==> src/rtl/adc_avg_filter.sv <==
// Boxcar moving-average filter: keeps the last 2^LOG2_N ADC samples and emits the truncated mean.
// Optional macro AVG_DECIMATE_EN: emit only every Nth mean (non-overlapping windows).
module adc_avg_filter #(
  parameter int unsigned DATA_W = 12,
  parameter int unsigned LOG2_N = 3
) (
  input  logic              clk,
  input  logic              rst_n,
  input  logic [DATA_W-1:0] sample_in,
  input  logic              sample_stb,
  input  logic              flush,
  output logic [DATA_W-1:0] avg_out,
  output logic              avg_valid,
  output logic              filled
);

  localparam int unsigned N     = 1 << LOG2_N;
  localparam int unsigned SUM_W = DATA_W + LOG2_N;

  typedef enum logic [0:0] {StFill, StRun} state_e;

  state_e              state_q, state_d;
  logic [DATA_W-1:0]   win_q [N];
  logic [LOG2_N-1:0]   wr_ptr_q, wr_ptr_d;
  logic [LOG2_N-1:0]   fill_cnt_q, fill_cnt_d;
  logic [SUM_W-1:0]    sum_q, sum_d;
  logic [DATA_W-1:0]   avg_q, avg_d;
  logic                valid_q, valid_d;
  logic                filled_q, filled_d;
  logic                accept, fill_last, run_emit, emit;

  assign accept    = sample_stb & ~flush;
  assign fill_last = (fill_cnt_q == LOG2_N'(N - 1));

`ifdef AVG_DECIMATE_EN
  logic [LOG2_N-1:0] decim_q, decim_d;

  // Counter is 0 on entering RUN, so the Nth accepted sample after the first mean emits.
  assign run_emit = (decim_q == LOG2_N'(N - 1));

  always_comb begin
    decim_d = decim_q;
    if (flush) begin
      decim_d = '0;
    end else if (accept && state_q == StRun) begin
      decim_d = decim_q + 1'b1;
    end
  end

  always_ff @(posedge clk or negedge rst_n) begin
    if (!rst_n) begin
      decim_q <= '0;
    end else begin
      decim_q <= decim_d;
    end
  end
`else
  assign run_emit = 1'b1;
`endif

  // State register
  always_ff @(posedge clk or negedge rst_n) begin
    if (!rst_n) begin
      state_q <= StFill;
    end else begin
      state_q <= state_d;
    end
  end

  // Next-state logic
  always_comb begin
    state_d = state_q;
    if (flush) begin
      state_d = StFill;
    end else if (accept && state_q == StFill && fill_last) begin
      state_d = StRun;
    end
  end

  // Window datapath: the slot being overwritten is 0 while filling, so one equation suffices.
  always_comb begin
    sum_d      = sum_q;
    wr_ptr_d   = wr_ptr_q;
    fill_cnt_d = fill_cnt_q;
    filled_d   = filled_q;
    if (flush) begin
      sum_d      = '0;
      wr_ptr_d   = '0;
      fill_cnt_d = '0;
      filled_d   = 1'b0;
    end else if (accept) begin
      sum_d    = sum_q + SUM_W'(sample_in) - SUM_W'(win_q[wr_ptr_q]);
      wr_ptr_d = wr_ptr_q + 1'b1;
      if (state_q == StFill) begin
        fill_cnt_d = fill_cnt_q + 1'b1;
        if (fill_last) begin
          filled_d = 1'b1;
        end
      end
    end
  end

  // Output logic
  always_comb begin
    emit    = accept && ((state_q == StFill && fill_last) || (state_q == StRun && run_emit));
    avg_d   = avg_q;
    valid_d = 1'b0;
    if (emit) begin
      avg_d   = DATA_W'(sum_d >> LOG2_N);
      valid_d = 1'b1;
    end
  end

  always_ff @(posedge clk or negedge rst_n) begin
    if (!rst_n) begin
      for (int i = 0; i < int'(N); i++) begin
        win_q[i] <= '0;
      end
      wr_ptr_q   <= '0;
      fill_cnt_q <= '0;
      sum_q      <= '0;
      avg_q      <= '0;
      valid_q    <= 1'b0;
      filled_q   <= 1'b0;
    end else begin
      if (flush) begin
        for (int i = 0; i < int'(N); i++) begin
          win_q[i] <= '0;
        end
      end else if (accept) begin
        win_q[wr_ptr_q] <= sample_in;
      end
      wr_ptr_q   <= wr_ptr_d;
      fill_cnt_q <= fill_cnt_d;
      sum_q      <= sum_d;
      avg_q      <= avg_d;
      valid_q    <= valid_d;
      filled_q   <= filled_d;
    end
  end

  assign avg_out   = avg_q;
  assign avg_valid = valid_q;
  assign filled    = filled_q;

endmodule
==> config.mk <==
export PLATFORM = sky130hd
export DESIGN_NAME = adc_avg_filter
export DESIGN_NICKNAME = d
export VERILOG_FILES = /design/src/rtl/adc_avg_filter.sv
export SDC_FILE = /design/constraint.sdc
export NUM_CORES = 1
export LEC_CHECK = 0
export ABC_AREA = 0
export BUFFER_PORTS_ARGS = -buffer_cell sky130_fd_sc_hd__buf_4
export CORE_MARGIN = 2
export CORE_UTILIZATION = 45
export DETAILED_ROUTE_END_ITERATION = 10
export RECOVER_POWER = 25
export REMOVE_ABC_BUFFERS = 1
export SYNTH_ARGS = -nofsm -noshare
export SYNTH_HDL_FRONTEND = slang
export SYNTH_SLANG_ARGS = --single-unit
==> constraint.sdc <==
create_clock -name clk -period 11.7 [get_ports clk]
set_clock_uncertainty 0.05 [all_clocks]
set_input_delay 2.34 -clock clk [delete_from_list [all_inputs] [get_ports clk]]
set_output_delay 2.34 -clock clk [all_outputs]
set_load 0.01 [all_outputs]
==> results of run 1 <==
## flip-flops by register name (all words and copies together) (netlist names)
signal	count
win_q	96
sum_q	15
avg_out	12
fill_cnt_q	3
wr_ptr_q	3
avg_valid	1
filled	1
state_q	1
## routing by layer
layer  part of all wire [%]  routed length [um]  vias to the layer above
met2                     48                8880                      186
met3                    6.4                1190                       33
li1                       -                   -                     2654
met4                    2.3                 416                        0
met5                      0                   0                        -
met1                     43                8010                     2779
## worst min path at each step
stage                     depth (start not counted)                endpoint                   start  slack, ps
after floorplan                                   2      sum_q[9]$_DFF_PN0_      sum_q[9]$_DFF_PN0_        400
after global placement                            2  avg_out[4]$_DFFE_PN0P_  avg_out[4]$_DFFE_PN0P_        410
after detailed placement                          2  avg_out[4]$_DFFE_PN0P_  avg_out[4]$_DFFE_PN0P_        420
after CTS                                         2  avg_out[4]$_DFFE_PN0P_  avg_out[4]$_DFFE_PN0P_        430
after global routing                              2  avg_out[7]$_DFFE_PN0P_  avg_out[7]$_DFFE_PN0P_        450
final                                             2  avg_out[4]$_DFFE_PN0P_  avg_out[4]$_DFFE_PN0P_        420
## report_power, final
| part | switching [uW] | total, uW | internal (uW) |
|---|---|---|---|
| combinational | 268 | 453 | 185 |
| clock | 203 | 564 | 360 |
| sequential | 18.0 | 500 | 482 |
| total | 489 | 1520 | 1030 |
## final cells by class
cell class / count / area [um^2]
sequential: 132 / 3300
multi-input combinational: 556 / 3450
clock inverter: 14 / 185
inverter: 52 / 195
tap: 216 / 270
timing repair buffer: 41 / 244
clock buffer: 18 / 439
fill: 1467 / 7620
## through the flow
stage,cell area [um^2],std cells
after floorplan,6950,740
after global placement,7530,997
after detailed placement,7530,997
after CTS,8160,1029
after global routing,8090,1029
final,8090,1029
## synth_stat cells, types with 3 or more instances
cell type	n
nand2_1	229
dfrtp_1	132
a21oi_1	111
inv_1	52
clkbuf_1	44
nor2_1	33
ha_1	18
mux4_2	16
mux2_2	14
o21ai_0	13
fa_1	12
mux2i_1	9
nand3_1	9
nor2b_1	9
xnor2_1	9
buf_1	7
a211oi_1	6
a21o_1	6
buf_2	6
nand2b_1	6
nor3_1	5
a22oi_1	4
a211o_1	3
a211oi_2	3
a221oi_1	3
and3_1	3
o21ai_1	3
o21bai_2	3
xor2_1	3
## worst max-delay path, delay by kind of cell
kind / cells / cell delay [ps]
AOI/OAI and AO/OA: 1 / 400
and+or+nand+nor: 1 / 320
buffers and inverters: 2 / 3900
## kinds of logic after synthesis
family                   after synthesis
multiplexers                          39
flip-flops                           132
AO/OA/AOI/OAI                        171
AND/OR/NAND/NOR                      304
XOR/XNOR                              12
buffers and inverters                109
adder cells (fa/ha/maj)               30
==> impl_metrics.tcl, run 1 <==
set metrics [dict create \
    cts_tree "done" \
    crit_end "sum_q[13]$_DFF_PN0_" \
    worst_skew_pair.late_latency_ps 430 \
    core_mm2 0.0157 \
    dpl_worst_slack_ps 6390 \
    drtIter0Drc 537 \
    clk_path_buf_depth 2 \
    clock_sinks 132 \
    grt_pass1_vias 5546 \
    synth_area_per_cell_um2 9.00 \
    end_kind "register" \
    ir_drop_v 0.000111 \
    violations "max-capacitance violations, max-slew violations" \
    finalHoldViolations 0 \
    met3_usage_pct 4.63 \
    portBuffers 29 \
    critPathArrivalTime_ps 7010 \
    critPathSlowestCell "clkbuf_1" \
    synthMuxAreaShare_pct 8.48 \
    layout_common_cells "nand2_1, dfrtp_1, a21oi_1" \
    gr-total-overflow 0 \
    synth_fa_ha_area_share_pct 6.49 \
    finish.utilization_pct 51.5 \
    fin_ws_ps 4950 \
    grt_first_pass_wirelength_um 30000 \
    synth_edf_count 0 \
    crit_type "primary input to register" \
    die_width_um 130 \
    cts_buffers 17 \
    crit_chain "clkbuf_1 > clkbuf_1 > nor2_1 > a211o_1" \
    ys_warn_count 0 \
    nets 846 \
    vias_per_cell 5.49 \
    synth-compound-area-share_pct 14.3 \
    use_met1_pct 31.4 \
    cp_common_cell "clkbuf_1" \
    synth-xor-area-share_pct 1.46 \
    status "finished, violations left" \
    holdBufCountCts 0 \
    synthFlopType "dfrtp_1" \
    grt_max_degree 81 \
    required_ps 11960 \
    dp_hpwl_um 11700 \
    netlist_instances 797 \
    layout_commonest_cell "nand2_1" \
    ys_seq_elements 132 \
    seq_area_frac_synth_pct 46.0 \
    rsz0062_at_grt "no" \
    postRouteAntennaNets 0 \
    setup_viol 0 \
    r2r_end "sum_q[14]$_DFF_PN0_" \
    synth_top_area_share_pct 46.0 \
    pin_count 30 \
    fin_setup_tns_ps 0 \
    fin_hold_ws_ps 422 \
    hold_class "register to register" \
    synthArstFlopShare_pct 100 \
    initial_utilization_pct 45.7 \
    slowest_delay_ps 2030 \
    grt.total_usage_pct 23.7 \
    mappedNetlistArea_mm2 0.00717 \
    fin_crit_ps 6750 \
    power_density_mw_per_mm2 187 \
    rr_worst_depth 13 \
    drc 0 \
    wl_per_cell_um 18.0 \
    wl_um 18500 \
    leakage_uw 0.00357 \
    synthDistinctLibCells 48 \
    fin_crit_sh_pct 57.7 \
    top_usage_layer "met2" \
    clk_pin_slew_worst_paths_ps 50 \
    antenna_found_initial 0 \
    diodes 0 \
    rrSetupSlack_ps 7040 \
    cts_setup_buffers 0 \
    dieArea_mm2 0.0170 \
    synth_top_family_by_area "simple AND/OR/NAND/NOR gates" \
    maxSlewViolCount 175 \
    cp-start-kind "primary input" \
    worstSetupStartpoint "flush" \
    drive_above_1_share_pct 12.8 \
    relSlewSlack_pct -93.5 \
    ctsResizeCount 0 \
    design_power_total_uw 1520 \
    worst_slew_pin_slew_ps 2900 \
    place.gp.congestion 0.822 \
    drt_first_pass_iters 5 \
    clock-root-buffer "clkbuf_16" \
    cts_htree_levels 4 \
    fp.dieH_um 130 \
    yosysTopAreaCell "dfrtp_1" \
    worstReg2RegStart "wr_ptr_q[0]$_DFFE_PN0P_" \
    yosys.area_share.simple_pct 17.4 \
    fmax_ghz 0.148 \
    cap_violations 3 \
    gr-usage-met2_pct 39.1 \
    area_growth_pct 12.8 \
    synth_area_leaders "dfrtp_1, nand2_1, a21oi_1" \
    path_max_fanout 61 \
    via_count 5652 \
    num_rows 46 \
]
Power figures use the tool's default switching activity.
==> inputs of run 2 (changes only) <==
ABC_AREA = 1   (was 0)
clock period = 7.1 ns   (was 11.7 ns; I/O delays follow)
==> run 2 against run 1 <==
Against the previous run: the run now ends clean; clock-buffer cell count grew 3; clock power rose by 72%; via count grew 1.7%; combinational power rose by 63%; register-to-register slack got worse by 3800 ps; synthesized cell count is 0.25% higher; synthesized area shrank 3.6%; core utilization rose by 0.56 points; routed wire length barely moved; critical endpoint is now avg_out[7]$_DFFE_PN0P_; highest routed layer unchanged.
==> impl_metrics.tcl, run 2 <==
set metrics [dict create \
    fmax_ghz 0.256 \
    clk_pin_slew_worst_paths_ps 60 \
    top_register "win_q" \
    hold_class "register to register" \
    min_path_cells 2 \
    top_usage_layer "met1" \
    power_density_mw_per_mm2 322 \
    maxSlewViolCount 0 \
    setup_viol 0 \
    fin_setup_tns_ps 0 \
    grt_pass1_vias 5656 \
    rsz0062_at_grt "no" \
    dpl_worst_slack_ps 3290 \
    diodes 0 \
    pin_count 30 \
    fin_ws_ps 3200 \
    synthFlopType "dfrtp_1" \
    grt.total_usage_pct 24.4 \
    drc 0 \
    fp.dieH_um 128 \
    holdBufCountCts 0 \
    met3_usage_pct 5.26 \
    design_area_mm2 0.00786 \
    cts_setup_buffers 0 \
    path_max_fanout 21 \
    core_mm2 0.0151 \
    place_area_mm2 0.00720 \
    end_kind "register" \
    place.gp.congestion 0.891 \
    area_growth_pct 13.6 \
    ir_drop_v 0.000193 \
    gr-usage-met2_pct 34.6 \
    finalHoldViolations 0 \
    drt_first_pass_iters 5 \
    fin_crit_sh_pct 54.9 \
    required_ps 7380 \
    worst_slew_pin_slew_ps 822 \
    via_count 5746 \
    synth_area_leaders "dfrtp_1, nand2_1, inv_1" \
    synth_edf_count 0 \
    num_rows 45 \
    p_comb_share_pct 29.2 \
    ys_warn_count 0 \
    clk_path_buf_depth 2 \
    yosysTopAreaCell "dfrtp_1" \
    seq_area_frac_synth_pct 47.8 \
    worst_skew_pair.late_latency_ps 430 \
    nets 867 \
    use_met1_pct 36.3 \
    portBuffers 29 \
    largest_register_ffs 96 \
    switching_share_pct 33.9 \
    synth_area_per_cell_um2 8.65 \
    drtIter0Drc 489 \
    wl_um 18500 \
    drive_above_1_share_pct 12.8 \
    critPathArrivalTime_ps 4180 \
    cts_tree "done" \
    ctsResizeCount 0 \
    cts_htree_levels 4 \
    cp-start-kind "register" \
    status "finished clean" \
    grt_first_pass_wirelength_um 30700 \
    cap_violations 0 \
    leakage_uw 0.00382 \
    grt_max_degree 75 \
    gr-total-overflow 0 \
    synthDistinctLibCells 37 \
    cts_buffers 17 \
    netlist_instances 799 \
    clock_sinks 132 \
    postRouteAntennaNets 0 \
    die_width_um 128 \
    synth_commonest_cells "nand2_1, inv_1, dfrtp_1" \
    rr_worst_depth 18 \
    synthMostInstantiatedCell "nand2_1" \
    wl_per_cell_um 18.1 \
    mappedNetlistArea_mm2 0.00691 \
    crit_type "register to register" \
    synthArstFlopShare_pct 100 \
    synth_top_area_share_pct 47.8 \
    fin_crit_ps 3900 \
    clock-root-buffer "clkbuf_16" \
    antenna_found_initial 0 \
    initial_utilization_pct 45.8 \
    layout_common_cells "nand2_1, inv_1, dfrtp_1" \
    p_int_uw 1670 \
    dp_hpwl_um 12800 \
    p_switching_uw 858 \
    dieArea_mm2 0.0164 \
    vias_per_cell 5.62 \
    ys_seq_elements 132 \
    relSlewSlack_pct 45.2 \
    layout_commonest_cell "nand2_1" \
    p_clk_share_pct 38.4 \
    p_seq_share_pct 32.4 \
]
==> run 2: power groups by stage <==
| stage | registers, uW | logic, uW | clock network, uW |
|---|---|---|---|
| 2_1_floorplan | 827 | 541 | 0 |
| 3_3_place_gp | 832 | 718 | 0 |
| 3_5_place_dp | 832 | 730 | 0 |
| 4_1_cts | 819 | 733 | 980 |
| 5_1_grt | 824 | 842 | 1010 |
| 6_report | 820 | 740 | 970 |
==> run 2: metrics by stage <==
step           std cells  util [%]  total power [uW]  hold WS [ps]
3_3_place_gp         990      47.7              1550           415
4_1_cts             1022      52.1              2530           437
2_1_floorplan        771         -              1370           408
3_5_place_dp         990      47.7              1560           416
5_1_grt             1022      52.1              2680           460
6_report            1022      52.1              2530           432
==> run 2: worst paths after layout <==
check / from / endpoint / slack, ps
setup / recovery: wr_ptr_q[0]$_DFFE_PN0P_ / avg_out[7]$_DFFE_PN0P_ / 3200
hold / removal: avg_out[2]$_DFFE_PN0P_ / avg_out[2]$_DFFE_PN0P_ / 430
setup reg to reg: wr_ptr_q[0]$_DFFE_PN0P_ / avg_out[7]$_DFFE_PN0P_ / 3200
hold reg to reg: avg_out[2]$_DFFE_PN0P_ / avg_out[2]$_DFFE_PN0P_ / 430
max in group asynchronous: rst_n / sum_q[1]$_DFFE_PN0P_ / 4740
min in group asynchronous: rst_n / win_q[42]$_DFFE_PN0P_ / 980
==> run 2: cells by family after synthesis <==
logic type,synth area share [%]
AND/OR/NAND/NOR,19.5
buffers and inverters,10.7
AO/OA/AOI/OAI,15.0
flip-flops,47.8
adder cells (fa/ha/maj),6.73
XOR/XNOR,0.253
==> run 2: critical path: stages, from the launching register on <==
cell,delay (ps)
dfrtp_1,620
inv_4,100
nand3_2,360
o22ai_1,130
a211oi_1,400
o2111ai_1,230
fa_1,520
inv_1,70
fa_1,440
nand2_1,130
nand2_1,60
nand3_1,70
nand2_1,130
nand2_1,120
nand3b_1,90
nand3_1,90
nand2_1,70
nand2_1,60
nand2_1,50
==> run 2: final cells by class <==
type | count | area (um^2)
fillers | 1414 | 7230
flip-flops and latches | 132 | 3300
multi-input cells | 491 | 2870
inverters | 148 | 558
clock buffers | 21 | 480
repair buffers | 31 | 236
well taps | 188 | 235
clock inverters | 11 | 173
==> run 2: metal layers <==
metal / vias up / wire, um
li1: 2700 / -
met1: 2797 / 8920
met2: 207 / 7840
met3: 42 / 1200
met4: 0 / 520
met5: - / 0
==> inputs of run 3 (changes only) <==
clock period = 3.9 ns   (was 7.1 ns; I/O delays follow)
==> run 3 against run 2 <==
Against the previous run: the flow now finishes with violations (max-capacitance violations, max-slew violations); non-clock buffer count rose by 13; first-iteration DRC count is 47% higher; global-route usage decreased by 0.48 points; sequential share of layout area shrank 0.27 points; hold slack lost 290 ps; die area did not move; worst setup slack got worse by 2900 ps; maximum frequency rose by 7.3%; register-to-register slack lost 2900 ps; critical path type unchanged; critical endpoint is now avg_out[10]$_DFFE_PN0P_; largest cell class unchanged.
==> impl_metrics.tcl, run 3 (synthesized netlist as in run 2, its figures left out) <==
set metrics [dict create \
    rrSetupSlack_ps 270 \
    worstSetupStartpoint "wr_ptr_q[1]$_DFFE_PN0P_" \
    fill_cells 1402 \
    rr_worst_depth 20 \
    crit_type "register to register" \
    postRouteAntennaNets 0 \
    portBuffers 29 \
    fmax_ghz 0.275 \
    worst_slew_pin_slew_ps 1770 \
    vias_per_cell 5.60 \
    ir_drop_v 0.000314 \
    core_mm2 0.0151 \
    fin_crit_ps 3630 \
    grt_first_pass_wirelength_um 29900 \
    clk_pin_slew_worst_paths_ps 60 \
    status "finished, violations left" \
    drt_first_pass_iters 5 \
    fp.dieH_um 128 \
    cts_buffers 17 \
    violations "max-capacitance violations, max-slew violations" \
    clock_sinks 132 \
    leakage_uw 0.00385 \
    top_register "win_q" \
    relSlewSlack_pct -18.1 \
    switching_share_pct 35.0 \
    antenna_found_initial 0 \
    fin_setup_tns_ps 0 \
    num_rows 45 \
    p_clk_share_pct 36.5 \
    cp_common_cell "nand2_1" \
    required_ps 4170 \
    grt_max_degree 129 \
    gr-total-overflow 0 \
    p_switching_uw 1570 \
    via_count 5796 \
    power_density_mw_per_mm2 568 \
    drive_above_1_share_pct 14.3 \
    slowest_delay_ps 520 \
    initial_utilization_pct 45.8 \
    cts_htree_levels 4 \
    end_kind "register" \
    grt.total_usage_pct 23.9 \
    maxSlewViolCount 129 \
    design_power_total_uw 4500 \
    path_max_fanout 11 \
    crit_chain "inv_2 > nand3_4 > buf_4 > o22ai_1 > a211oi_1 > o2111ai_1 > fa_1 > inv_1 > ha_1 > nand2_1 > nor2_1 > inv_1 > nor2_1 > nand2_1 > nand2_1 > nand2_1 > nand3_1 > nand2_1 > nand2_1 > nand2_1" \
    wl_um 18600 \
    finalHoldViolations 0 \
    holdBufCountCts 0 \
    pin_count 30 \
    crit_end "avg_out[10]$_DFFE_PN0P_" \
    worstReg2RegStart "wr_ptr_q[1]$_DFFE_PN0P_" \
    diodes 0 \
    r2r_end "avg_out[10]$_DFFE_PN0P_" \
    drc 0 \
    p_comb_share_pct 30.3 \
    setup_viol 0 \
    critPathSlowestCell "fa_1" \
    largest_register_ffs 96 \
    place.gp.congestion 0.885 \
    hold_class "primary input to asynchronous set/reset pin" \
    area_growth_pct 14.5 \
    clk_path_buf_depth 2 \
    rsz0062_at_grt "no" \
    layout_common_cells "nand2_1, inv_1, dfrtp_1" \
    wl_per_cell_um 18.0 \
    dp_hpwl_um 13300 \
    cap_violations 1 \
    dieArea_mm2 0.0164 \
    die_width_um 128 \
    grt_pass1_vias 5530 \
    cts_tree "done" \
    p_seq_share_pct 33.2 \
    worst_skew_pair.late_latency_ps 420 \
    cp-start-kind "register" \
    drtIter0Drc 719 \
    nets 880 \
    fin_crit_sh_pct 93.2 \
    layout_commonest_cell "nand2_1" \
    clock-root-buffer "clkbuf_16" \
    critPathArrivalTime_ps 3900 \
    p_int_uw 2920 \
]
[run 3: cell types whose count changed in the layout (fill, tap and decap cells not counted), sizes merged]
cell and delta:
clkinvlp -1, clkinv +1, clkbuf -1, bufinv -1, buf +11, inv +4
[run 3: how the worst min path moves through the flow]
stage	to	slack, ps	cells after the start
final	win_q[74]$_DFFE_PN0P_	150	1
after global routing	win_q[74]$_DFFE_PN0P_	160	1
after detailed placement	avg_out[6]$_DFFE_PN0P_	420	2
after floorplan	fill_cnt_q[0]$_DFFE_PN0P_	410	1
after CTS	win_q[74]$_DFFE_PN0P_	70	1
after global placement	avg_out[9]$_DFFE_PN0P_	410	2
[run 3: stage by stage]
stage / util, % / hold slack [ps] / cells / instance area (um^2) / setup WS, ps
6_report: 52.5 / 146 / 1035 / 7920 / 266
5_1_grt: 52.5 / 159 / 1035 / 7920 / 15.4
4_1_cts: 52.4 / 74.7 / 1033 / 7900 / 34.9
3_5_place_dp: 48.4 / 418 / 1001 / 7300 / 35.2
3_3_place_gp: 48.4 / 413 / 1001 / 7300 / 44.2
2_1_floorplan: - / 408 / 771 / 6730 / 689
[run 3: power groups by stage]
stage / combinational (uW) / sequential [uW] / clock (uW)
finish: 1360 / 1490 / 1640
global route: 1570 / 1500 / 1730
CTS: 1350 / 1490 / 1670
detailed placement: 1340 / 1520 / 0
global placement: 1330 / 1510 / 0
floorplan: 984 / 1510 / 0
[run 3: routing by layer]
metal	vias up	routed length, um	track usage, %
met5	-	0	0
met4	0	401	8.60
met3	29	1150	4.84
met2	218	8180	35.2
met1	2815	8860	35.2
li1	2734	-	-
[run 3: final cells by class]
| cell class | count | area [um^2] | share of cell area (%) |
|---|---|---|---|
| sequential | 132 | 3310 | 41.8 |
| inverter | 148 | 558 | 7.05 |
| tap | 188 | 235 | 2.97 |
| clock buffer | 18 | 429 | 5.42 |
| timing repair buffer | 44 | 327 | 4.13 |
| multi-input combinational | 491 | 2890 | 36.4 |
| clock inverter | 14 | 175 | 2.21 |
[run 3: what timing repair did]
action                                  in CTS  in global routing
endpoints found under the setup margin       0                 10
setup buffers                                0                  2
gates resized for setup                      0                  5
[run 3: worst max-delay path, delay by kind of cell (launching register included)]
kind                     cells  cell delay, ps
AND/OR/NAND/NOR             11            1020
adder cells (fa/ha/maj)      2             900
AO/OA/AOI/OAI                3             620
flip-flops                   1             500
buffers and inverters        4             440
